===== config.mk =====
export PLATFORM = sky130hd
export DESIGN_NAME = uart_tx_top
export DESIGN_NICKNAME = d
export VERILOG_FILES = /design/src/rtl/uart_pkg.sv /design/src/rtl/uart_tx_bit_timer.sv /design/src/rtl/uart_tx_top.sv
export SDC_FILE = /design/constraint.sdc
export NUM_CORES = 1
export LEC_CHECK = 0
export ABC_AREA = 1
export BUFFER_PORTS_ARGS = -buffer_cell sky130_fd_sc_hd__buf_4
export CAP_MARGIN = 30
export CORE_AREA = 8 8 67 69
export DETAILED_ROUTE_END_ITERATION = 7
export DIE_AREA = 0 0 75 77
export GPL_TIMING_DRIVEN = 0
export PLACE_DENSITY = 0.89
export SETUP_SLACK_MARGIN = 0.4
export SYNTH_ARGS = -nofsm -noshare
export SYNTH_HDL_FRONTEND = slang
export SYNTH_HIERARCHICAL = 1
export SYNTH_SLANG_ARGS = --single-unit

===== constraint.sdc =====
create_clock -name i_clk -period 6.1 [get_ports i_clk]
set_input_delay 0.61 -clock i_clk [delete_from_list [all_inputs] [get_ports i_clk]]
set_output_delay 0.61 -clock i_clk [all_outputs]
set_load 0.01 [all_outputs]

===== src/rtl/uart_pkg.sv =====
// Shared UART definitions: transmit FSM states, parity constants
// and the parity helper that the receiver's checker also uses.
package uart_pkg;

  typedef enum logic [2:0] {
    IDLE   = 3'd0,
    START  = 3'd1,
    DATA   = 3'd2,
    PARITY = 3'd3,
    STOP   = 3'd4
  } uart_tx_state_e;

  localparam logic PAR_EVEN = 1'b0;
  localparam logic PAR_ODD  = 1'b1;

  localparam int unsigned PAR_MAX_W = 32;

  // Callers zero-extend narrower words; padding does not change the XOR.
  function automatic logic parity_calc(
    input logic [PAR_MAX_W-1:0] data,
    input logic                 ptype
  );
    return (^data) ^ (ptype == PAR_ODD);
  endfunction

endpackage


===== src/rtl/uart_tx_bit_timer.sv =====
// Per-bit cycle counter for the UART transmitter.
// Strobes the last and second-to-last cycle of every bit period.
module uart_tx_bit_timer #(
  parameter int PRSC_WIDTH = 6
) (
  input  logic                  i_clk,
  input  logic                  i_rst_n,
  input  logic                  i_en,
  input  logic [PRSC_WIDTH-1:0] i_prescale,
  output logic                  o_bit_end,
  output logic                  o_bit_pre_end
);

  logic [PRSC_WIDTH-1:0] cnt_q;
  logic [PRSC_WIDTH-1:0] cnt_d;
  logic [PRSC_WIDTH-1:0] last;
  logic [PRSC_WIDTH-1:0] pre_last;

  assign last     = i_prescale - PRSC_WIDTH'(1);
  assign pre_last = i_prescale - PRSC_WIDTH'(2);

  assign o_bit_end     = i_en && (cnt_q == last);
  assign o_bit_pre_end = i_en && (cnt_q == pre_last);

  always_comb begin
    cnt_d = cnt_q + PRSC_WIDTH'(1);
    if (!i_en || o_bit_end) begin
      cnt_d = '0;
    end
  end

  always_ff @(posedge i_clk or negedge i_rst_n) begin
    if (!i_rst_n) begin
      cnt_q <= '0;
    end else begin
      cnt_q <= cnt_d;
    end
  end

endmodule


===== src/rtl/uart_tx_top.sv =====
// UART transmitter: start bit, WIDTH data bits LSB-first,
// optional parity bit and one stop bit, each held i_prescale cycles.
module uart_tx_top
  import uart_pkg::*;
#(
  parameter int WIDTH        = 8,
  parameter int MAX_PRESCALE = 32,
  parameter int PRSC_WIDTH   = $clog2(MAX_PRESCALE) + 1
) (
  input  logic                  i_clk,
  input  logic                  i_rst_n,
  input  logic [PRSC_WIDTH-1:0] i_prescale,
  input  logic                  i_parity_enable,
  input  logic                  i_parity_type,
  input  logic                  i_data_valid,
  input  logic [WIDTH-1:0]      i_parallel_data,
  output logic                  o_serial_data,
  output logic                  o_busy,
  output logic                  o_tx_done
);

  localparam int BW = (WIDTH > 1) ? $clog2(WIDTH) : 1;
  localparam logic [BW-1:0] LAST_BIT = BW'(WIDTH - 1);

  uart_tx_state_e        state_q, state_d;
  logic [WIDTH-1:0]      shift_q, shift_d;
  logic [BW-1:0]         bit_cnt_q, bit_cnt_d;
  logic [PRSC_WIDTH-1:0] prsc_q, prsc_d;
  logic                  pen_q, pen_d;
  logic                  par_q, par_d;
  logic                  line_q, line_d;
  logic                  busy_q, busy_d;
  logic                  done_q, done_d;

  logic bit_end;
  logic bit_pre_end;

  uart_tx_bit_timer #(
    .PRSC_WIDTH(PRSC_WIDTH)
  ) u_timer (
    .i_clk        (i_clk),
    .i_rst_n      (i_rst_n),
    .i_en         (state_q != IDLE),
    .i_prescale   (prsc_q),
    .o_bit_end    (bit_end),
    .o_bit_pre_end(bit_pre_end)
  );

  // line_d always carries the level of the bit that starts next edge
  always_comb begin
    state_d   = state_q;
    shift_d   = shift_q;
    bit_cnt_d = bit_cnt_q;
    prsc_d    = prsc_q;
    pen_d     = pen_q;
    par_d     = par_q;
    line_d    = line_q;
    busy_d    = busy_q;
    done_d    = 1'b0;
    unique case (state_q)
      IDLE: begin
        line_d = 1'b1;
        busy_d = 1'b0;
        if (i_data_valid) begin
          shift_d   = i_parallel_data;
          prsc_d    = i_prescale;
          pen_d     = i_parity_enable;
          par_d     = parity_calc(PAR_MAX_W'(i_parallel_data),
                                  i_parity_type);
          bit_cnt_d = '0;
          line_d    = 1'b0;
          busy_d    = 1'b1;
          state_d   = START;
        end
      end
      START: begin
        if (bit_end) begin
          line_d  = shift_q[0];
          state_d = DATA;
        end
      end
      DATA: begin
        if (bit_end) begin
          if (bit_cnt_q == LAST_BIT) begin
            bit_cnt_d = '0;
            if (pen_q) begin
              line_d  = par_q;
              state_d = PARITY;
            end else begin
              line_d  = 1'b1;
              state_d = STOP;
            end
          end else begin
            shift_d   = shift_q >> 1;
            line_d    = shift_d[0];
            bit_cnt_d = bit_cnt_q + BW'(1);
          end
        end
      end
      PARITY: begin
        if (bit_end) begin
          line_d  = 1'b1;
          state_d = STOP;
        end
      end
      STOP: begin
        if (bit_pre_end) begin
          done_d = 1'b1;
        end
        if (bit_end) begin
          busy_d  = 1'b0;
          state_d = IDLE;
        end
      end
      default: begin
        line_d  = 1'b1;
        busy_d  = 1'b0;
        state_d = IDLE;
      end
    endcase
  end

  always_ff @(posedge i_clk or negedge i_rst_n) begin
    if (!i_rst_n) begin
      state_q   <= IDLE;
      shift_q   <= '0;
      bit_cnt_q <= '0;
      prsc_q    <= '0;
      pen_q     <= 1'b0;
      par_q     <= 1'b0;
      line_q    <= 1'b1;
      busy_q    <= 1'b0;
      done_q    <= 1'b0;
    end else begin
      state_q   <= state_d;
      shift_q   <= shift_d;
      bit_cnt_q <= bit_cnt_d;
      prsc_q    <= prsc_d;
      pen_q     <= pen_d;
      par_q     <= par_d;
      line_q    <= line_d;
      busy_q    <= busy_d;
      done_q    <= done_d;
    end
  end

  assign o_serial_data = line_q;
  assign o_busy        = busy_q;
  assign o_tx_done     = done_q;

endmodule


### After elaboration in Yosys (flattened, before gate mapping)

Cells that the tools add are included.

* bits of input ports: 19
* register bits after elaboration: 31
* logic and storage cells: 75
* output and inout bits: 3

* equality and inequality tests: 14
* add/subtract/negate cells: 4
* reductions and logical operators: 15
* bitwise gates (word level): 3
* muxes and demuxes: 29

Operators with widths (count)
* parity 32 bit: 1
* 2-to-1 mux 3 bit: 10
* 2-to-1 mux 8 bit: 3
* case mux 8 bit (2 select lines): 1
* case mux 3 bit (5 select lines): 1
* == test 6 bit: 2
* 2-to-1 mux 1 bit: 10
* != test 2 x 1 -> 1 bit (second input constant): 4
* AND reduction 4 bit: 2
* adder 6 x 1 -> 6 bit (second input constant): 1
* == test 3 x 2 -> 1 bit (second input constant): 2
* == test 3 bit (second input constant): 2
* 2-to-1 mux 6 bit: 1
* != test 2 bit (second input constant): 3
* case mux 3 bit (2 select lines): 1
* AND reduction 6 bit: 1
* subtractor 6 x 1 -> 6 bit (second input constant): 1
* subtractor 6 x 2 -> 6 bit (second input constant): 1
* case mux 1 bit (5 select lines): 1
* AND reduction 2 bit: 2
* adder 3 x 1 -> 3 bit (second input constant): 1
* == test 3 x 1 -> 1 bit (second input constant): 1
* zero test 3 bit: 1
* case mux 1 bit (3 select lines): 1
* other kinds (9): 11

### Depth between registers and ports, before layout

* depth in word-level cells: 5
* mapped depth: 17
* gate-level depth less buffers: 17

### Modules after synthesis

Netlist, hierarchy kept.

By module, submodules not included
* uart_tx_top: area an instance 1398.8 um^2, instances 1, seq. area each 626.9 um^2, cells an instance 184
* uart_tx_bit_timer: area an instance 596.8 um^2, instances 1, seq. area each 150.1 um^2, cells an instance 91

### Worst setup path before layout

OpenSTA, ideal clock, no wires.

* path kind: register to register
* from: register prsc_q[1]
* to: register state_q[0]
* arrival time: 1.884 ns
* period minus slack after synthesis: 2.014 ns
* path buffers: 0
* data required time: 5.970 ns
* setup slack: 4.086 ns
* cell stages (with the launch flop): 14
* library setup time: 0.130 ns
* path through: dfrtp_1 > inv_1 > ha_1 > xnor2_1 > nor2_1 > nand2_1 > nor2_1 > nand2_2 > nor2_1 > inv_1 > nand3_1 > nand2_1 > nor2_1 > o21ai_0

* longest elaborated chain between the ends: 5
* elaborated cells on any way between the ends: 8
* classes of those cells: 1 x add/sub; 5 x eq/ne; 2 x reduce/logical

Ends and longest elaborated chain
* from (decl): RTL line uart_tx_top.sv:28 `logic [PRSC_WIDTH-1:0] prsc_q, prsc_d;`
* from (signal assigned): RTL line uart_tx_top.sv:138 `prsc_q <= prsc_d;`
* subtractor 6 x 1 -> 6 bit *: RTL line uart_tx_bit_timer.sv:19 `assign last = i_prescale - PRSC_WIDTH'(1);`
* == test 6 bit *: RTL line uart_tx_bit_timer.sv:22 `assign o_bit_end = i_en && (cnt_q == last);`
* logical AND 1 bit *: RTL line uart_tx_bit_timer.sv:22
* net bit_end: RTL line uart_tx_top.sv:35 `logic bit_end;`
* != test 2 x 1 -> 1 bit (no source line)
* AND reduction 6 bit (no source line) *
* to (signal assigned): RTL line uart_tx_top.sv:135 `state_q <= state_d;`
* to (decl): RTL line uart_tx_top.sv:25 `uart_tx_state_e state_q, state_d;`

The timed path passes the listed nets; every way through them passes the cells marked *.
A chain may end at the register's enable or synchronous reset.

### Worst setup path in the final report

* from: register prsc_q[1]
* to: register state_q[1]

Same word-level chain as after synthesis.

==> metrics.txt <==
status finished clean; fin nets 328; Routed Antenna Nets 0; RePlAce Congestion 0.868; core area 3500 um^2; synth-to-layout area growth 15.2%; count of cell types in the netlist 32; syn_nets 300; area of the mapped netlist 2000 um^2; syn_area_per_cell 7.26 um^2; CTS tree yes; Overall Power 1.12 mW; Primary FF master, synth dfrtp_1; post-cts sizing count 0; Async S/R FF share, synth 1.00; Core Rows 22; # DRC 0; Hold WC Path Type in -> async; Reg2Reg Depth 16; Synth Warn # 6; initial drt markers 83; GRT Residual Overflow 0; CP bufs+invs 2; Worst Skew 0.00812 ns; Worst Path Required 6.33 ns; pin count of the biggest net entering global routing 32; Post-CTS Hold Fix Bufs 0; Highest Clock Rate 419 MHz; CTS Buf Count 5; reg2reg start prsc_q[1]; final setup TNS 0 ns; Syn Inst Count 275; Root Driver clkbuf_4; initial antenna violation count 0; top cells by instance count after synthesis nand2_1 (88), inv_1 (45), dfrtp_1 (30); Slew Limit Fails 0; hpwl dp 3.26 mm; worst-path cell chain inv_1 > ha_1 > nand2_1 > nand2_1 > nand2_1 > nand2_1 > nand2_1 > nand2_1 > nor2_1 > nand2_2 > nor2_1 > inv_1 > nand3_1 > nand2_1 > nor2_1 > o21ai_0; synth top area cells dfrtp_1 (38%), nand2_1 (17%), inv_1 (8.5%), o21ai_0 (5.0%), nand3_1 (4.0%); via count 1749; CTS Buffer Depth 2; Via density 4.97; crit-path most repeated cell nand2_1; die width 75 um; All-Layer GR Usage 0.167; Die Y 77 um; vias in the first global route 1827; most common cell in the synthesized netlist nand2_1; Setup Fix Bufs, Post-CTS 0; sequential share of the synthesized area 0.389; crit path capture type flop; CP delay by family, top simple AND/OR/NAND/NOR gates; Starting Density 0.571; VDD IR max 254 uV; routed len/inst 12.1 um; Synth Register Bits 31; Worst path slowest cell dfrtp_1; critical path depth 16; max-cap viol count 0; # port buffers 21; CTS Sinks 31; min cycle time layout 2.39 ns; final period utilization 0.392; number of synthesized flops with an enable pin 0; RSZ-0062 raised after global routing false; Routed WL 4.25 mm; DRT Pass-1 Iters 4; share of cells above drive strength 1 0.181; CP Class reg -> reg; ant diodes 0; Synth top area share 0.376; IO Pins 22; flop2flop setup slack 3.71 ns; final setup violation count 0; CP Max Fanout 5; clock slew at reported path FFs 0.10 ns; full die area 5780 um^2; leading area contributor after synthesis dfrtp_1; Final Hold Vio Count 0; critical path's largest stage delay 0.44 ns; pwr dens 488 nW/um^2; Critical Path AT 2.62 ns; normalized max-slew margin 0.743; Least-Margin Pin Slew 0.386 ns; Pleak 1.21 nW; clk_lat worst skew 0.35 ns; CP Launch Type flop; first-pass GRT wire length 7.69 mm; H-Tree Depth 2; FF-to-FF End state_q[1]
-- worst max path at each step --
stage	end	from	slack [ns]
6_report	state_q[1]	prsc_q[1]	3.71
5_1_grt	state_q[0]	prsc_q[2]	3.39
4_1_cts	state_q[1]	prsc_q[2]	3.69
3_5_place_dp	state_q[0]	prsc_q[2]	3.71
3_3_place_gp	state_q[0]	prsc_q[2]	3.81
2_1_floorplan	state_q[0]	prsc_q[1]	4.09
-- final cells by class --
cell class                      instances  area (um^2)
Tap cell                               48         60.1
Fill cell                             314         1200
Buffer                                  4         32.5
Timing Repair Buffer                   21          158
Inverter                               48          180
Clock inverter                          2         35.0
Multi-Input combinational cell        192         1010
Sequential cell                        31          777
Clock buffer                            6         51.3
-- cells in the final DEF (no fill, tap or decap), drive strengths merged --
cell | Yosys | final
a21oi | 5 | 5
a22oi | 2 | 2
buf | 3 | 24
bufinv | 0 | 1
clkbuf | 1 | 7
clkinv | 0 | 1
dfrtp | 30 | 30
dfstp | 1 | 1
ha | 6 | 6
inv | 48 | 48
nand2 | 94 | 94
nand3 | 17 | 17
nand4 | 1 | 1
nor2 | 23 | 23
nor3 | 3 | 3
o21a | 1 | 1
o21ai | 27 | 27
o22ai | 1 | 1
o2bb2ai | 1 | 1
o31ai | 1 | 1
or2 | 1 | 1
xnor2 | 3 | 3
xor2 | 6 | 6
-- routing by layer --
layer  global-route usage  share of wire
met2                0.270           0.50
met1                0.201           0.45
met3               0.0429          0.041
met5                    0              0
met4               0.0667          0.013
-- state kept, by name, summed over array words and instances, names as in the netlist --
register       count
shift_q            8
prsc_q             6
u_timer/cnt_q      6
bit_cnt_q          3
state_q            3
o_busy             1
o_serial_data      1
o_tx_done          1
par_q              1
pen_q              1
-- cells by family after synthesis --
family,count (synthesis),share of synthesized area
AO/OA/AOI/OAI,38,0.121
XOR/XNOR,9,0.0395
adder cells (fa/ha/maj),6,0.0376
buffers and inverters,52,0.107
flip-flops,31,0.389
AND/OR/NAND/NOR,139,0.306
-- report_power, final --
part,internal (mW),switching (mW),total [mW]
clock network,0.0968,0.0760,0.173
registers,0.292,0.0751,0.367
logic,0.225,0.357,0.582
total,0.614,0.508,1.12
-- per-stage QoR --
step	util	instance area, um^2	worst slack, ns	hold slack (ns)	std cells
final	0.658	2300	3.71	0.175	352
after global routing	0.658	2300	3.39	0.191	352
after CTS	0.658	2300	3.69	0.183	352
after detailed placement	0.633	2210	3.71	0.463	344
after global placement	0.633	2210	3.81	0.459	344
after floorplan	-	2000	4.09	0.314	275
Note: power is estimated with default switching activity, not from simulation.
